**src/rtl/pwm_ctrl_pkg.sv**
```systemverilog
// Shared types and helpers for the PWM fade sequencer and its prescaler.
package pwm_ctrl_pkg;

  localparam int DUTY_W = 8;

  typedef enum logic {IDLE, RAMP} fade_state_t;

  function automatic int clk_per_us(input int freq_hz);
    return freq_hz / 1000000;
  endfunction

endpackage

```
**src/rtl/pwm_us_tick.sv**
```systemverilog
// Free-running prescaler: tick_o pulses on the terminal count (C_DIV-1) while run_i is high.
// clear_i restarts the count at 0 and suppresses the tick for that cycle.
module pwm_us_tick #(
  parameter int C_DIV = 100
) (
  input  logic clk,
  input  logic reset,
  input  logic clear_i,
  input  logic run_i,
  output logic tick_o
);

  localparam int CW = (C_DIV > 1) ? $clog2(C_DIV) : 1;
  localparam logic [CW-1:0] TERM = CW'(C_DIV - 1);

  logic [CW-1:0] cnt_q, cnt_d;

  assign tick_o = run_i && !clear_i && (cnt_q == TERM);

  always_comb begin
    cnt_d = cnt_q;
    if (clear_i) begin
      cnt_d = '0;
    end else if (run_i) begin
      cnt_d = tick_o ? '0 : cnt_q + CW'(1);
    end
  end

  always_ff @(posedge clk) begin
    if (reset) cnt_q <= '0;
    else       cnt_q <= cnt_d;
  end

endmodule

```
**src/rtl/pwm_fade_ctrl.sv**
```systemverilog
// Fade sequencer for an 8-bit PWM: accepts target/rate commands and ramps duty in 1-LSB steps.
// Optional continuous breathing between 0 and target when PWM_FADE_BREATHE_EN is defined.
module pwm_fade_ctrl
  import pwm_ctrl_pkg::*;
#(
  parameter int C_CLK_FREQ_HZ = 100000000,
  parameter int C_RATE_BITS   = 16
) (
  input  logic                   clk,
  input  logic                   reset,
  input  logic                   cmd_valid,
  output logic                   cmd_ready,
  input  logic [DUTY_W-1:0]      cmd_target,
  input  logic [C_RATE_BITS-1:0] cmd_rate,
  input  logic                   cmd_enable,
`ifdef PWM_FADE_BREATHE_EN
  input  logic                   cmd_breathe,
`endif
  input  logic                   abort,
  output logic [DUTY_W-1:0]      duty_cycle,
  output logic                   duty_cycle_valid,
  output logic                   enable,
  output logic                   busy,
  output logic                   done
);

  localparam int CLK_PER_US = clk_per_us(C_CLK_FREQ_HZ);

  fade_state_t            state_q, state_d;
  logic [DUTY_W-1:0]      duty_q, duty_d;
  logic [DUTY_W-1:0]      target_q, target_d;
  logic [DUTY_W-1:0]      end_q, end_d;
  logic [C_RATE_BITS-1:0] rate_q, rate_d;
  logic [C_RATE_BITS-1:0] dwell_q, dwell_d;
  logic                   vld_q, vld_d;
  logic                   done_q, done_d;
  logic                   en_q, en_d;
  logic                   breathe_q, breathe_d;

  logic                   accept;
  logic                   us_tick;
  logic                   breathe_in;
  logic [DUTY_W-1:0]      step_duty;

`ifdef PWM_FADE_BREATHE_EN
  assign breathe_in = cmd_breathe;
`else
  assign breathe_in = 1'b0;
`endif

  assign cmd_ready        = (state_q == IDLE) && !reset;
  assign accept           = cmd_valid && cmd_ready;
  assign busy             = (state_q == RAMP);
  assign duty_cycle       = duty_q;
  assign duty_cycle_valid = vld_q;
  assign done             = done_q;
  assign enable           = en_q;

  // end_q is the current ramp endpoint and always differs from duty_q in RAMP,
  // so stepping toward it can never overshoot or wrap.
  assign step_duty = (end_q > duty_q) ? duty_q + DUTY_W'(1) : duty_q - DUTY_W'(1);

  pwm_us_tick #(
    .C_DIV (CLK_PER_US)
  ) u_us_tick (
    .clk     (clk),
    .reset   (reset),
    .clear_i (accept),
    .run_i   (state_q == RAMP),
    .tick_o  (us_tick)
  );

  always_comb begin
    state_d   = state_q;
    duty_d    = duty_q;
    target_d  = target_q;
    end_d     = end_q;
    rate_d    = rate_q;
    dwell_d   = dwell_q;
    en_d      = en_q;
    breathe_d = breathe_q;
    vld_d     = 1'b0;
    done_d    = 1'b0;

    case (state_q)
      IDLE: begin
        if (accept) begin
          en_d     = cmd_enable;
          target_d = cmd_target;
          end_d    = cmd_target;
          rate_d   = cmd_rate;
          dwell_d  = '0;
          // A zero target has no distinct turnaround point, so it fades once and stops.
          breathe_d = breathe_in && (cmd_target != '0);
          if (!cmd_enable) begin
            done_d = 1'b1;
          end else if ((cmd_rate == '0) || (cmd_target == duty_q)) begin
            duty_d = cmd_target;
            vld_d  = 1'b1;
            done_d = 1'b1;
          end else begin
            state_d = RAMP;
          end
        end
      end
      RAMP: begin
        if (abort) begin
          state_d = IDLE;
        end else if (us_tick) begin
          if (dwell_q == rate_q - C_RATE_BITS'(1)) begin
            dwell_d = '0;
            duty_d  = step_duty;
            vld_d   = 1'b1;
            if (step_duty == end_q) begin
              if (breathe_q) begin
                end_d = (end_q == '0) ? target_q : '0;
              end else begin
                done_d  = 1'b1;
                state_d = IDLE;
              end
            end
          end else begin
            dwell_d = dwell_q + C_RATE_BITS'(1);
          end
        end
      end
      default: state_d = IDLE;
    endcase
  end

  always_ff @(posedge clk) begin
    if (reset) begin
      state_q   <= IDLE;
      duty_q    <= '0;
      target_q  <= '0;
      end_q     <= '0;
      rate_q    <= '0;
      dwell_q   <= '0;
      vld_q     <= 1'b0;
      done_q    <= 1'b0;
      en_q      <= 1'b0;
      breathe_q <= 1'b0;
    end else begin
      state_q   <= state_d;
      duty_q    <= duty_d;
      target_q  <= target_d;
      end_q     <= end_d;
      rate_q    <= rate_d;
      dwell_q   <= dwell_d;
      vld_q     <= vld_d;
      done_q    <= done_d;
      en_q      <= en_d;
      breathe_q <= breathe_d;
    end
  end

endmodule

```
**config.mk**
```make
export PLATFORM = sky130hd
export DESIGN_NAME = pwm_fade_ctrl
export DESIGN_NICKNAME = d
export VERILOG_FILES = /design/src/rtl/pwm_ctrl_pkg.sv /design/src/rtl/pwm_us_tick.sv /design/src/rtl/pwm_fade_ctrl.sv
export SDC_FILE = /design/constraint.sdc
export NUM_CORES = 1
export LEC_CHECK = 0
export BUFFER_PORTS_ARGS = -buffer_cell sky130_fd_sc_hd__buf_2
export CORE_MARGIN = 4
export CORE_UTILIZATION = 43
export CTS_CLUSTER_DIAMETER = 100
export CTS_CLUSTER_SIZE = 8
export DETAILED_ROUTE_END_ITERATION = 8
export MAX_ROUTING_LAYER = met4
export PLACE_DENSITY = 0.66
export SLEW_MARGIN = 20
export SYNTH_ARGS = -nofsm -noshare
export SYNTH_HDL_FRONTEND = slang
export SYNTH_SLANG_ARGS = --single-unit
export TNS_END_PERCENT = 20
```
**constraint.sdc**
```tcl
create_clock -name clk -period 8.1 [get_ports clk]
set_input_delay 0.81 -clock clk [delete_from_list [all_inputs] [get_ports clk]]
set_output_delay 0.81 -clock clk [all_outputs]
set_load 0.01 [all_outputs]
```
# Word-level counts from Yosys, hierarchy flattened
# Cells that the tools add are included.
# word_totals
input_bits,29
mem_bits_ro,0
n_memories,0
latchBits,0
ff_bits,59
mem_bits_rw,0
out_inout_bits,13
# op_classes
reduce_logical,13
n_eq_ne,11
shifts,0
addsub,5
bitwise_logic,1
magnitude_cmp,1
muxes,38
div_mod_pow,0
multipliers,0
# op_table
op,n
2-to-1 mux 8 bit,9
2-to-1 mux 16 bit,4
case mux 16 bit (2 select lines),1
2-to-1 mux 1 bit,19
adder 16 x 1 -> 16 bit (second input constant),1
equality test 16 bit,1
equality test 8 bit,2
zero test 16 bit,1
case mux 8 bit (2 select lines),1
subtractor 16 x 1 -> 16 bit (second input constant),1
AND reduction 6 bit,2
inequality test 2 x 1 -> 1 bit (second input constant),5
adder 8 x 1 -> 8 bit (second input constant),1
> comparator 8 bit,1
subtractor 8 x 1 -> 8 bit (second input constant),1
adder 7 x 1 -> 7 bit (second input constant),1
equality test 7 bit (second input constant),1
2-to-1 mux 7 bit,1
case mux 1 bit (2 select lines),3
logical AND 1 bit,4
inequality test 2 bit (second input constant),2
AND reduction 3 bit,1
zero test 1 bit,2
AND reduction 2 bit,1
other kinds (3),3

# Depth between registers and ports, before layout
# logic_depth
depth_word,9
ltp_mapped,15
depth_no_buf,15

# Hierarchy
# A second synthesis with hierarchy kept.
# hier_totals
cells_unflattened,468
area_unflattened_um2,3817.4
# modules_own_cells
mod,instances,seq_area_each_um2,cells_each,area_per_inst_um2
pwm_fade_ctrl,1,1041.0,433,3477.1
pwm_us_tick,1,140.1,35,340.3

# Worst setup path after synthesis
# OpenSTA, ideal clock, no wires.
# synth_timing
path_type,register to register
start,reg duty_q[1] (netlist: duty_cycle[1])
end,reg state_q (netlist: busy)
period_less_slack_ps,4398
setup_ps,125
stages_incl_launch_ff,15
arrival_time_ps,4273
path_slack_ps,3702
path_cell_list,dfxtp_1 inv_1 ha_1 nor2b_1 o211ai_1 a21oi_1 o32ai_1 ha_1 clkbuf_1 and3_1 a2111o_1 a21o_1 a21oi_1 xor3_1 o41a_1
# synth_between
elab_chain_len,8
# synth_rtl
element,line,text
start: declaration,pwm_fade_ctrl.sv:30,"logic [DUTY_W-1:0] duty_q, duty_d;"
start signal: assignment,pwm_fade_ctrl.sv:145,duty_q <= duty_d;
"subtractor 8 x 1 -> 8 bit, or another cell as far along",pwm_fade_ctrl.sv:61,assign step_duty = (end_q > duty_q) ? duty_q + DUTY_W'(1) : duty_q - DUTY_W'(1);
2-to-1 mux 8 bit,pwm_fade_ctrl.sv:61,
equality test 8 bit,pwm_fade_ctrl.sv:114,if (step_duty == end_q) begin
2-to-1 mux 1 bit,pwm_fade_ctrl.sv:114,
2-to-1 mux 1 bit,pwm_fade_ctrl.sv:110,if (dwell_q == rate_q - C_RATE_BITS'(1)) begin
2-to-1 mux 1 bit,pwm_fade_ctrl.sv:109,end else if (us_tick) begin
2-to-1 mux 1 bit,pwm_fade_ctrl.sv:107,if (abort) begin
case mux 1 bit (2 select lines) *,pwm_fade_ctrl.sv:85,case (state_q)
end signal: assignment,pwm_fade_ctrl.sv:144,state_q <= state_d;
end: declaration,pwm_fade_ctrl.sv:29,"fade_state_t state_q, state_d;"
# Every way passes the cells marked *; elsewhere a longest branch is shown, timed or not.
# A chain may end at the register's enable or synchronous reset.

# Worst setup path in the final report
# Ends and elaborated chain as after synthesis.

==> metrics.md <==
| Metric | Value |
|---|---|
| Hold Crit Class | flop to flop |
| Synth cell types | 67 |
| EDFF count, synth | 0 |
| Placed Cells incl. Taps | 610 |
| Initial antenna violation count | 0 |
| Post-detail-place hpwl | 7.16 mm |
| Die W | 104 um |
| First-pass GRT wire length | roughly 17 mm |
| Post-CTS Resized | 0 |
| Mean post-synth cell area | 8.18 sq um |
| Worst setup path class | flop to flop |
| Wire length per cell | 15.6 um |
| Die area | 10800 sq um |
| IO Pins | 42 |
| Worst ir drop on vdd | 0.0000968 V |
| Top_reg_cell synth | dfxtp_1 |
| Initial Utilization | 0.449 |
| Reg-to-reg setup timing slack | roughly 3700 ps |
| Max incr delay on CP | 660 ps |
| Async S/R FF share, synth | 0 |
| Post-route insts no fill | roughly 630 |
| Post-Syn Area | between 3000 and 4000 sq um |
| Die H | between 100 and 150 um |
| Area growth syn-to-layout | 10.7% |
| Status | completed |
| Crit Path Max Fanout | 9 |
| Largest net degree at the start of global routing | 45 |
| Worst-Margin Slew | 937 ps |
| Post-CTS setup buffer count | 0 |
| Crit start category | flop |
| Grt ovf | 0 |
| Final Hold Violating Endpoints | 0 |
| Synth Instances | 486 |
| Slew headroom | 0.375 |
| Max Fclk | 0.226 GHz |
| Max Cap Viol | 0 |
| RSZ-0062 raised after global routing | false |
| DRC | 0 |
| Drt first pass iters | 4 |
| Final nets | 561 |
| Worst skew pair latency | around 340 ps |
| Seq/Total Area, Yosys | 0.297 |
| CP max stage cell | o32ai_2 |
| DRT iter0 DRCs | 170 |
| Cell area power density | 163 nW/um^2 |
| Sink Count | 59 |
| Hold_buf cts | 0 |
| Final period util | 0.546 |
| Root Driver | clkbuf_8 |
| Hold slack | around 470 ps |
| ANT nets after route | 0 |
| Synth warn | 0 |
| Longest Clk Path Bufs | 2 |
| Setup_tns | 0 ps |
| N_diodes | 0 |
| CTS H-tree depth | 3 |
| Vias | 3578 |
| CTS tree | done |
| Slew Viols, Final | 0 |
| Syn Nets | 534 |
| Cell breakdown of the critical path | inv_1 > ha_1 > nor2b_1 > o211ai_1 > a21oi_1 > o32ai_2 > ha_1 > and3_1 > a2111o_1 > a21o_1 > a21oi_1 > xor3_1 > o41a_1 |
| Crit path time final | 4420 ps |
| Synth Register Bits | just under 60 |
| Worst path arrival time | 4640 ps |
| Clk pin slew, worst setup/hold paths | ~70 ps |
| Routability cong. | just over 0.9 |
| CTS Buf Count | 9 |
| Placeable Area | slightly below 9000 sq um |
| Share of cells above drive strength 1 | 0.153 |
| Number of global-route vias before repair | 3400 |
| Clk_skew | roughly 13 ps |
| Total track usage | 0.189 |
| Drt total wl | 9.78 mm |
| PortBufs | 41 |
| Leakage Power | 1.71 nW |
| Core Rows | 34 |
| Critical path endpoint category | flop |
| Crit path required time | 8320 ps |
| Final setup violation count | 0 |
| Vias per inst | about 5.7 |
[layer usage]
| metal | track usage | wire [um] | vias to the layer above | share of wire |
|---|---|---|---|---|
| met5 | - | 0 | - | 0 |
| li1 | - | - | 1787 | - |
| met4 | 0.0532 | 106 | 0 | 0.011 |
| met2 | 0.304 | 4640 | 76 | 0.47 |
| met3 | 0.0267 | 378 | 11 | 0.039 |
| met1 | 0.249 | 4650 | 1704 | 0.48 |
[layout make-up]
cell class | instances | area (sq um)
fillers | 873 | 4450
multi-input cells | 382 | 2620
flip-flops and latches | 59 | 1180
repair buffers | 44 | 228
well taps | 108 | 135
clock buffers | 10 | 128
inverters | 17 | 63.8
clock inverters | 6 | 50.0
[state kept, by name, indices dropped and copies added (netlist names)]
signal,count
u_us_tick.cnt_q,7
end_q,8
busy,1
duty_cycle,8
duty_cycle_valid,1
dwell_q,16
rate_q,16
enable,1
done,1
[logic make-up after synthesis]
group                      after synthesis  share of synthesized area
and+or+nand+nor                        210                      0.285
buffers and inverters                   45                     0.0472
xor gates and xnor gates                56                      0.134
adders and majority gates               19                     0.0617
AOI/OAI and AO/OA                       89                      0.154
muxes                                    8                     0.0205
DFF                                     59                      0.297
[final timing paths]
| path | startpoint | cells after the start | endpoint |
|---|---|---|---|
| worst max-delay path | duty_cycle[1] | 13 | busy |
| worst min-delay path | enable | 2 | enable |
| worst max register to register | duty_cycle[1] | 13 | busy |
| worst min register to register | enable | 2 | enable |
[critical path, delay by kind of cell (launching register included)]
family	cells	cell delay, ps
AND/OR/NAND/NOR	2	360
adder cells (fa/ha/maj)	2	760
AO/OA/AOI/OAI	7	2290
flip-flops	1	390
buffers and inverters	1	110
XOR/XNOR	1	420
[metrics by stage]
stage	utilization	worst slack [ps]	total power [mW]	area (sq um)
6_report	0.497	3680	0.719	4400
5_1_grt	0.497	3440	0.757	4400
4_1_cts	0.497	3710	0.724	4400
3_5_place_dp	0.477	3760	0.479	4220
3_3_place_gp	0.476	3470	0.474	4220
2_1_floorplan	-	3700	0.439	3980
[synth_stat cells (10+ instances only)]
cell / n / area share
xnor2_1: 35 / 0.077
clkbuf_1: 18 / 0.017
a21oi_1: 19 / 0.024
nand4_1: 20 / 0.031
ha_1: 18 / 0.057
nor3_1: 14 / 0.018
nor2_1: 45 / 0.042
o21ai_0: 21 / 0.026
and3_1: 10 / 0.016
xor2_1: 18 / 0.040
inv_1: 17 / 0.016
dfxtp_1: 59 / 0.30
nand2_1: 63 / 0.059
[cells in the final DEF, fill, tap and decap left out, drive strengths merged, types with 8 or more instances in the layout]
cell type,instances
a21oi,19
and3,10
buf,44
clkbuf,10
dfxtp,59
ha,18
inv,19
nand2,63
nand2b,8
nand3,9
nand4,20
nor2,45
nor3,14
nor4,12
o21ai,21
xnor2,35
xor2,18
[power breakdown]
group          internal, mW  switching [mW]
Clock                 0.114           0.131
Combinational        0.0704          0.0909
Sequential            0.299          0.0142
Total                 0.483           0.236
(Power assumes the default switching activity.)
